### config.mk
export PLATFORM = sky130hd
export DESIGN_NAME = tour_sequencer
export DESIGN_NICKNAME = d
export VERILOG_FILES = /design/src/rtl/tour_sequencer.sv
export SDC_FILE = /design/constraint.sdc
export NUM_CORES = 1
export LEC_CHECK = 0
export BUFFER_PORTS_ARGS = -buffer_cell sky130_fd_sc_hd__buf_2
export CORE_ASPECT_RATIO = 0.8
export CORE_UTILIZATION = 29
export CTS_CLUSTER_DIAMETER = 200
export DETAILED_ROUTE_END_ITERATION = 8
export GPL_ROUTABILITY_DRIVEN = 0
export PLACE_DENSITY = 0.55
export RECOVER_POWER = 100
export SETUP_SLACK_MARGIN = 0.15
export SYNTH_ARGS = -nofsm -noshare
export SYNTH_HDL_FRONTEND = slang
export SYNTH_SLANG_ARGS = --single-unit
export TNS_END_PERCENT = 1
### constraint.sdc
create_clock -name clk -period 1.7 [get_ports clk]
set_clock_uncertainty 0.1 [all_clocks]
set_input_delay 0.425 -clock clk [delete_from_list [all_inputs] [get_ports clk]]
set_output_delay 0.425 -clock clk [all_outputs]
set_load 0.01 [all_outputs]
### src/rtl/tour_sequencer.sv
// Replays solved knight-tour moves as Y-then-X single-axis motion commands.
// Build option MOVE_CHECK_EN: reject non-one-hot moves via the sticky err flag.
module tour_sequencer #(
  parameter int NUM_MOVES = 24,
  parameter int IDX_W     = 5
) (
  input  logic             clk,
  input  logic             rst,
  input  logic             start,
  input  logic [2:0]       x_start,
  input  logic [2:0]       y_start,
  output logic             tl_go,
  output logic [2:0]       tl_x,
  output logic [2:0]       tl_y,
  input  logic             tl_done,
  output logic [IDX_W-1:0] tl_indx,
  input  logic [7:0]       tl_move,
  output logic             cmd_vld,
  input  logic             cmd_rdy,
  output logic [1:0]       cmd_dir,
  output logic [1:0]       cmd_sq,
  input  logic             cmd_done,
  output logic             busy,
  output logic             tour_cmplt,
  output logic             err
);

  typedef enum logic [3:0] {
    IDLE, SOLVE, FETCH, YREQ, YWAIT, XREQ, XWAIT, NEXT, FIN
  } state_t;

  localparam logic [1:0] DIR_PY = 2'd0;
  localparam logic [1:0] DIR_NX = 2'd1;
  localparam logic [1:0] DIR_NY = 2'd2;
  localparam logic [1:0] DIR_PX = 2'd3;
  localparam logic [IDX_W-1:0] LAST_IDX = IDX_W'(NUM_MOVES - 1);

  state_t     state, state_nxt;
  logic [7:0] mv_r;
  logic [2:0] mv_sel;
  logic [1:0] y_dir, y_sq, x_dir, x_sq;
  logic       bad_move;
  logic       accept;

  assign accept = (state == IDLE) && start;

`ifdef MOVE_CHECK_EN
  assign bad_move = (tl_move == 8'd0) || ((tl_move & (tl_move - 8'd1)) != 8'd0);
`else
  assign bad_move = 1'b0;
`endif

  always_ff @(posedge clk) begin
    if (rst) state <= IDLE;
    else     state <= state_nxt;
  end

  always_comb begin
    state_nxt = state;
    case (state)
      IDLE:    if (start)    state_nxt = SOLVE;
      SOLVE:   if (tl_done)  state_nxt = FETCH;
      FETCH:   state_nxt = bad_move ? IDLE : YREQ;
      YREQ:    if (cmd_rdy)  state_nxt = YWAIT;
      YWAIT:   if (cmd_done) state_nxt = XREQ;
      XREQ:    if (cmd_rdy)  state_nxt = XWAIT;
      XWAIT:   if (cmd_done) state_nxt = NEXT;
      NEXT:    state_nxt = (tl_indx == LAST_IDX) ? FIN : FETCH;
      FIN:     state_nxt = IDLE;
      default: state_nxt = IDLE;
    endcase
  end

  always_ff @(posedge clk) begin
    if (rst) begin
      tl_go   <= 1'b0;
      tl_x    <= 3'd0;
      tl_y    <= 3'd0;
      tl_indx <= '0;
      mv_r    <= 8'd0;
    end else begin
      tl_go <= accept;
      if (accept) begin
        tl_x    <= x_start;
        tl_y    <= y_start;
        tl_indx <= '0;
      end
      if (state == FETCH) mv_r <= tl_move;
      if (state == NEXT && tl_indx != LAST_IDX) tl_indx <= tl_indx + 1'b1;
    end
  end

  // Lowest set bit wins; an all-zero move falls through to bit 0.
  always_comb begin
    mv_sel = 3'd0;
    for (int i = 7; i >= 0; i--) begin
      if (mv_r[i]) mv_sel = 3'(i);
    end
  end

  always_comb begin
    y_dir = DIR_PY;
    y_sq  = 2'd2;
    x_dir = DIR_PX;
    x_sq  = 2'd1;
    case (mv_sel)
      3'd0: begin y_dir = DIR_PY; y_sq = 2'd2; x_dir = DIR_PX; x_sq = 2'd1; end
      3'd1: begin y_dir = DIR_PY; y_sq = 2'd2; x_dir = DIR_NX; x_sq = 2'd1; end
      3'd2: begin y_dir = DIR_PY; y_sq = 2'd1; x_dir = DIR_NX; x_sq = 2'd2; end
      3'd3: begin y_dir = DIR_NY; y_sq = 2'd1; x_dir = DIR_NX; x_sq = 2'd2; end
      3'd4: begin y_dir = DIR_NY; y_sq = 2'd2; x_dir = DIR_NX; x_sq = 2'd1; end
      3'd5: begin y_dir = DIR_NY; y_sq = 2'd2; x_dir = DIR_PX; x_sq = 2'd1; end
      3'd6: begin y_dir = DIR_NY; y_sq = 2'd1; x_dir = DIR_PX; x_sq = 2'd2; end
      default: begin y_dir = DIR_PY; y_sq = 2'd1; x_dir = DIR_PX; x_sq = 2'd2; end
    endcase
  end

  always_comb begin
    cmd_vld = 1'b0;
    cmd_dir = 2'd0;
    cmd_sq  = 2'd0;
    if (state == YREQ) begin
      cmd_vld = 1'b1;
      cmd_dir = y_dir;
      cmd_sq  = y_sq;
    end else if (state == XREQ) begin
      cmd_vld = 1'b1;
      cmd_dir = x_dir;
      cmd_sq  = x_sq;
    end
  end

  assign busy       = (state != IDLE);
  assign tour_cmplt = (state == FIN);

`ifdef MOVE_CHECK_EN
  always_ff @(posedge clk) begin
    if (rst)                           err <= 1'b0;
    else if (accept)                   err <= 1'b0;
    else if (state == FETCH && bad_move) err <= 1'b1;
  end
`else
  assign err = 1'b0;
`endif

endmodule

### Yosys cells after proc, flatten, opt, wreduce, memory -nomap -nowiden

Index checks and enable logic that the tools add are counted.

| storage, ports and cells | value |
|---|---|
| input port bits | 20 |
| output and inout port bits | 20 |
| bits in registers | 24 |

| cells by class | value |
|---|---|
| equality and inequality tests | 22 |
| muxes and demuxes | 28 |
| $add $sub $neg | 1 |
| reductions and logical operators | 10 |

Operator list:

| kind | number |
|---|---|
| $pmux W4 S8 | 1 |
| $mux W4 | 7 |
| $mux W3 | 8 |
| $eq A4 B3 Y1 const B | 4 |
| $mux W2 | 8 |
| $ne A2 B2 Y1 const B | 6 |
| $reduce_or A4 Y1 | 3 |
| $mux W5 | 2 |
| $eq A3 B3 Y1 const B | 3 |
| $eq A4 B2 Y1 const B | 2 |
| $eq A3 B2 Y1 const B | 2 |
| $reduce_and A6 Y1 | 1 |
| $add A5 B1 Y5 const B | 1 |
| $eq A5 B5 Y1 const B | 1 |
| $ne A5 B5 Y1 const B | 1 |
| $eq A4 B1 Y1 const B | 1 |
| $eq A4 B4 Y1 const B | 1 |
| $logic_not A4 Y1 | 1 |
| $reduce_bool A4 Y1 | 1 |
| $eq A3 B1 Y1 const B | 1 |
| $logic_not A3 Y1 | 1 |
| $logic_and A1 B1 Y1 | 2 |
| $mux W1 | 2 |
| $reduce_bool A2 Y1 | 1 |

### Logic depth before layout (Yosys ltp)

Gate-level depths: netlist of the first run.

| logic depth | value |
|---|---|
| depth in word-level cells | 13 |
| gate-level depth with buffers | 6 |

### Worst setup path after synthesis of the first run

OpenSTA, ideal clock, no wires.

| timing | value |
|---|---|
| kind | flip-flop to output port |
| start point | reg state[2] |
| end point | out cmd_dir[1] |
| required time | 1.175 ns |
| arrival time | 1.209 ns |
| slack | -0.034 ns |
| path buffers | 0 |
| stages on the path, launching flop included | 4 |
| cell sequence | dfxtp_1 nand4bb_1 or4_1 o21ai_0 |

| between the ends | value |
|---|---|
| cells in the longest elaborated chain, start to end | 3 |
| elaborated cells on any way between the ends | 4 |

Ends and longest elaborated chain:

| element | RTL line | RTL |
|---|---|---|
| start: declaration | 38 | `state_t state, state_nxt;` |
| start signal: assignment | 55 | `else state <= state_nxt;` |
| $eq A4 B3 Y1 | 126 | `end else if (state == XREQ) begin` |
| $mux W2 | 126 |  |
| $mux W2 * | 122 | `if (state == YREQ) begin` |
| end: declaration | 20 | `output logic [1:0] cmd_dir,` |

Every way passes the cells marked *; elsewhere a longest branch is shown, timed or not.

### Final worst setup path of the first run

Ends and elaborated chain as after synthesis.

==> results of run 1 <==
[worst paths after layout]
path | startpoint | cells after the start | end | slack, ns
min reg2reg | mv_r[7] | 2 | mv_r[7] | 0.38
max | state[2] | 4 | cmd_dir[1] | -0.32
min | x_start[1] | 3 | tl_x[1] | 0.29
max reg2reg | state[3] | 5 | tl_indx[3] | 0.09
[kinds of logic (layout without fill, tap and decap cells)]
| logic type | after synthesis | count (layout) | share of synthesized area |
|---|---|---|---|
| flops | 24 | 24 | 0.419 |
| buf+inv | 9 | 52 | 0.0426 |
| compound gates | 26 | 26 | 0.123 |
| xor+xnor | 1 | 1 | 0.00764 |
| simple gates | 63 | 63 | 0.305 |
| other cells | 1 | 1 | 0.00327 |
| fa+ha+maj | 1 | 1 | 0.0109 |
| mux | 10 | 10 | 0.0884 |
[routing by layer]
metal	vias to the layer above	track usage
met5	-	0
met4	0	0.0168
met3	2	0.0400
met2	26	0.227
met1	523	0.165
li1	568	-
[state kept, by name, indices dropped and copies added, names as in the netlist]
| signal | flops |
|---|---|
| mv_r | 8 |
| state | 4 |
| tl_go | 1 |
| tl_indx | 5 |
| tl_x | 3 |
| tl_y | 3 |
[what timing repair did]
| action | in CTS | in global routing |
|---|---|---|
| resized for setup | 8 | 18 |
| pin swaps | 3 | 7 |
| buffers inserted | 1 | 0 |
| hold buffers | 0 | 0 |
| endpoints found under the setup margin | 9 | 14 |
[cell usage in the layout (no fill, tap or decap), types with 2 or more instances in the layout]
cell	Yosys	layout
buf_2	3	26
nand2_1	20	19
dfxtp_1	24	19
a21oi_1	15	14
clkbuf_1	2	12
nor2_1	12	11
mux2i_1	9	9
nand3_1	7	6
o21ai_0	6	5
dfxtp_2	0	5
buf_4	3	5
nor3_1	5	4
nand4b_1	3	3
clkbuf_8	0	3
nor2_4	0	2
o31ai_1	2	2
nor4_1	2	2
nor3b_1	2	2
nor4b_4	1	2
buf_8	0	2
[stage by stage]
step / util / cells / hold WS, ns
finish: 0.413 / 233 / 0.287
global route: 0.413 / 233 / 0.287
CTS: 0.399 / 233 / 0.281
detailed placement: 0.379 / 229 / 0.350
global placement: 0.379 / 229 / 0.353
floorplan: - / 135 / 0.336
[power by group]
part	internal, mW	switching, mW
clock network	0.158	0.171
registers	0.589	0.0188
logic	0.0992	0.115
total	0.847	0.305
[worst reg2reg max path, stage by stage (launching register included)]
cell and delay [ns]:
dfxtp_2 0.34, buf_8 0.14, and4b_4 0.38, nand2_4 0.08, or3_4 0.37, a21oi_2 0.13
[cell type report]
cell class | instances | area (µm²)
well taps | 55 | 68.8
fillers | 394 | 2220
flip-flops and latches | 24 | 487
clock buffers | 3 | 41.3
multi-input cells | 102 | 682
repair buffers | 48 | 279
inverters | 1 | 3.75
==> flow_summary.yaml, run 1 <==
setup_path:
  critPathRequiredTime_ns: 1.17
  crit_type: "reg -> out"
  end_kind: "output pin"
  cp.arrival_ns: 1.50
  critical_path_buf_inv_count: 1
  cp_max_fo: 2
  crit_chain: "nand4bb_1, or4_1, o21ai_2, buf_2"
  slowest_stage: "or4_1"
  critical-path-top-delay-family: "simple AND/OR/NAND/NOR gates"
  startpoint_type: "flip-flop"
  cpPeakStageDelay_ns: 0.43
logic_synthesis:
  synth_warnings: 0
  synth_top_area_frac: 0.419
  synthesis.area_um2: 1150
  ys_seq_area_frac: 0.419
  synth_area_leader_cell: "dfxtp_1"
  synth_nets: 156
  yosysMostFrequentCell: "dfxtp_1"
  asyncSetResetFlopFracSynth: 0
  synth_area_leaders: "dfxtp_1, mux2i_1, a21oi_1"
  synth_edf_count: 0
  synth_commonest_cells: "dfxtp_1, nand2_1, a21oi_1"
  ys_ff_latch: 24
  syn-instance-count: 135
  synth_cell_types: 33
  syn_area_per_cell_um2: 8.49
  synthFlopType: "dfxtp_1"
place:
  dpl.hpwl_um: 2000
  dp_slack_ns: -0.0318
  place_area_um2: 1430
  port_buffers: 38
timing:
  setup_ws_ns: -0.323
  fin_crit_ns: 2.02
  layout_worst_path_cycle_share: 1.19
  finalMaxSlewViolations: 0
  setup_viol_count_final: 5
  tns_ns: -1.00
  hold_viol_final: 0
  rsz0062_at_grt: "yes"
  max_freq_mhz: 494
drt:
  wl_met3_um: 149
  antenna_left: 0
  vias: 1119
  routed.top_layer: "met4"
  wirelength_um: 2710
  met2_length_um: 1250
  vias_per_cell: 4.80
  drcViolationCount: 0
  drt_iter0_markers: 33
  wl_per_cell_um: 11.6
  drt-met1-wl_um: 1300
  drt-pass1-iter-count: 4
floorplan:
  core_area_um2: 3780
  fp.dieArea_um2: 4210
  die_y_um: 58.2
  die_w_um: 72.3
  rows: 20
  num_io_pins: 40
  initial_core_util: 0.303
cts:
  h-tree-depth: 1
  numCtsBuffers: 3
  cts_buffer_depth: 2
  clk_latency_ns: 0.26
  cts.sinks: 24
  cts_root_buf: "clkbuf_8"
  path_clk_slew_ns: 0.08
  cts_tree: "built"
pwr:
  power_mw: 1.15
  peakVddDrop_v: 0.000450
  leakage_nw: 0.614
  power_density_nw_per_um2: 738
layout:
  area_delta_synth_final_pct: 36.2
  final_area_um2: 1560
  nets: 201
  n_antenna_cell: 0
  drive_above_1_share: 0.320
global_routing:
  grt.overflow.total: 0
  grt_pass1_vias: 987
  grt_pass1_wl_um: 4290
  grtUsageTotal: 0.131
  grt_start_max_net_pins: 18
  antenna_found_initial: 0
run:
  maxCapViolCount: 0
worst_hold_path:
  min_path_type: "in -> reg"
outcome:
  status: "finished with violations"
  violations: "setup timing"
(Power assumes the default switching activity.)
==> run 2: changes to the inputs <==
Clock period 1.7 ns to 2.3 ns, I/O delays scaled along.
==> flow_summary.yaml, run 2 (synthesis results as in run 1) <==
place:
  dpl.hpwl_um: 1920
  port_buffers: 38
  place_area_um2: 1390
  dp_slack_ns: 0.376
  dp.cells: 224
timing:
  finalMaxSlewViolations: 0
  fin_crit_ns: 2.18
  hold_viol_final: 0
  setup_ws_ns: 0.124
  setup_viol_count_final: 0
  tightestPinTransition_ns: 0.779
  rsz0062_at_grt: "yes"
  tns_ns: 0
  slew_headroom: 0.480
  layout_worst_path_cycle_share: 0.946
  max_freq_mhz: 459
drt:
  drcViolationCount: 0
  routed.top_layer: "met3"
  vias: 1109
  met2_length_um: 1240
  drt-met1-wl_um: 1290
  wirelength_um: 2680
  vias_per_cell: 4.86
  wl_per_cell_um: 11.8
  drt-pass1-iter-count: 4
  drt_iter0_markers: 28
  antenna_left: 0
  wl_met3_um: 155
cts:
  h-tree-depth: 1
  cts_tree: "built"
  cts_setup_buffers: 0
  clk_latency_ns: 0.27
  path_clk_slew_ns: 0.09
  numCtsBuffers: 3
  cts_buffer_depth: 2
  cts.sinks: 24
  cts_root_buf: "clkbuf_8"
global_routing:
  grtUsageTotal: 0.128
  grt_pass1_wl_um: 4290
  grt.overflow.total: 0
  antenna_found_initial: 0
  grt_start_max_net_pins: 25
  grt_pass1_vias: 965
floorplan:
  die_y_um: 58.2
  fp.dieArea_um2: 4210
  die_w_um: 72.3
  core_area_um2: 3780
  num_io_pins: 40
  rows: 20
  initial_core_util: 0.303
pwr:
  leakage_nw: 0.563
  peakVddDrop_v: 0.000455
  power_density_nw_per_um2: 654
setup_path:
  end_kind: "output pin"
  cp_max_fo: 3
  reg2reg_slack_ns: 0.47
  cp.arrival_ns: 1.50
  critPathRequiredTime_ns: 1.62
  worst_r2r_endpoint: "tl_indx[2]"
  startpoint_type: "flip-flop"
  reg2reg_from: "state[0]"
  r2r_cells: 5
  crit_type: "reg -> out"
layout:
  nets: 195
  final_util: 0.387
  regMostFlops: "mv_r"
  layout_commonest_cell: "dfxtp_1"
  drive_above_1_share: 0.214
  fin_cells: 228
  area_delta_synth_final_pct: 27.7
  top_regs: "mv_r (8), tl_indx (5), state (4)"
  layout_common_cells: "dfxtp_1, buf_2, nand2_1, clkbuf_1, a21oi_1"
  n_antenna_cell: 0
  largest_reg_flops: 8
  final_area_um2: 1460
worst_hold_path:
  whs_endpoint: "mv_r[7]"
  min_path_type: "reg -> reg"
  min_path_cells: 2
  worstHoldStart: "mv_r[7]"
run:
  maxCapViolCount: 0
outcome:
  status: "complete, no violations"
## run 2: cell count changes in the layout (fill, tap and decap cells not counted), moves of 2 or more
| cell | previous run | this run |
|---|---|---|
| buf_2 | 26 | 21 |
| buf_4 | 5 | 3 |
| buf_8 | 2 | 0 |
| clkbuf_1 | 12 | 16 |
| dfxtp_1 | 19 | 24 |
| dfxtp_2 | 5 | 0 |
| nor4b_4 | 2 | 0 |
## run 2: layer usage
layer	up-vias	track usage
met1	522	0.161
met2	33	0.224
met5	-	0
met3	0	0.0452
li1	554	-
met4	0	0
## run 2: cell type report
| class | count | area [µm²] |
|---|---|---|
| Sequential cell | 24 | 480 |
| Multi-Input combinational cell | 102 | 636 |
| Clock buffer | 3 | 41.3 |
| Inverter | 1 | 3.75 |
| Tap cell | 55 | 68.8 |
| Fill cell | 427 | 2310 |
| Clock inverter | 1 | 30.0 |
| Timing Repair Buffer | 42 | 204 |
## run 2: what timing repair did
| action | CTS | global route |
|---|---|---|
| endpoints found under the setup margin | 3 | 3 |
| gates resized for setup | 2 | 4 |
| pin swaps | 1 | 1 |
| hold buffers | 0 | 0 |
## run 2: power by group
part           internal, mW  switching, mW  total, mW
sequential            0.435         0.0143      0.449
clock                 0.233          0.136      0.368
combinational        0.0603         0.0800      0.140
total                 0.728          0.230      0.958
## run 2: metrics by stage
step	total power, mW	hold slack (ns)
2_1_floorplan	0.549	0.336
3_3_place_gp	0.593	0.352
3_5_place_dp	0.598	0.362
4_1_cts	0.968	0.374
5_1_grt	1.00	0.406
6_report	0.958	0.374
## run 2: worst max-delay path by stage
stage               startpoint    endpoint  slack (ns)
finish                state[2]  cmd_dir[1]        0.12
global route          state[2]  cmd_dir[1]        0.02
CTS                   state[2]  cmd_dir[1]        0.11
detailed placement    state[3]  cmd_dir[1]        0.38
global placement      state[3]  cmd_dir[1]        0.42
floorplan             state[2]  cmd_dir[1]        0.42
## run 2: critical path: stages (launching register included)
cell and delay, ns:
dfxtp_1 0.32, nand4bb_4 0.23, or4_1 0.40, o21ai_1 0.14, clkbuf_2 0.15
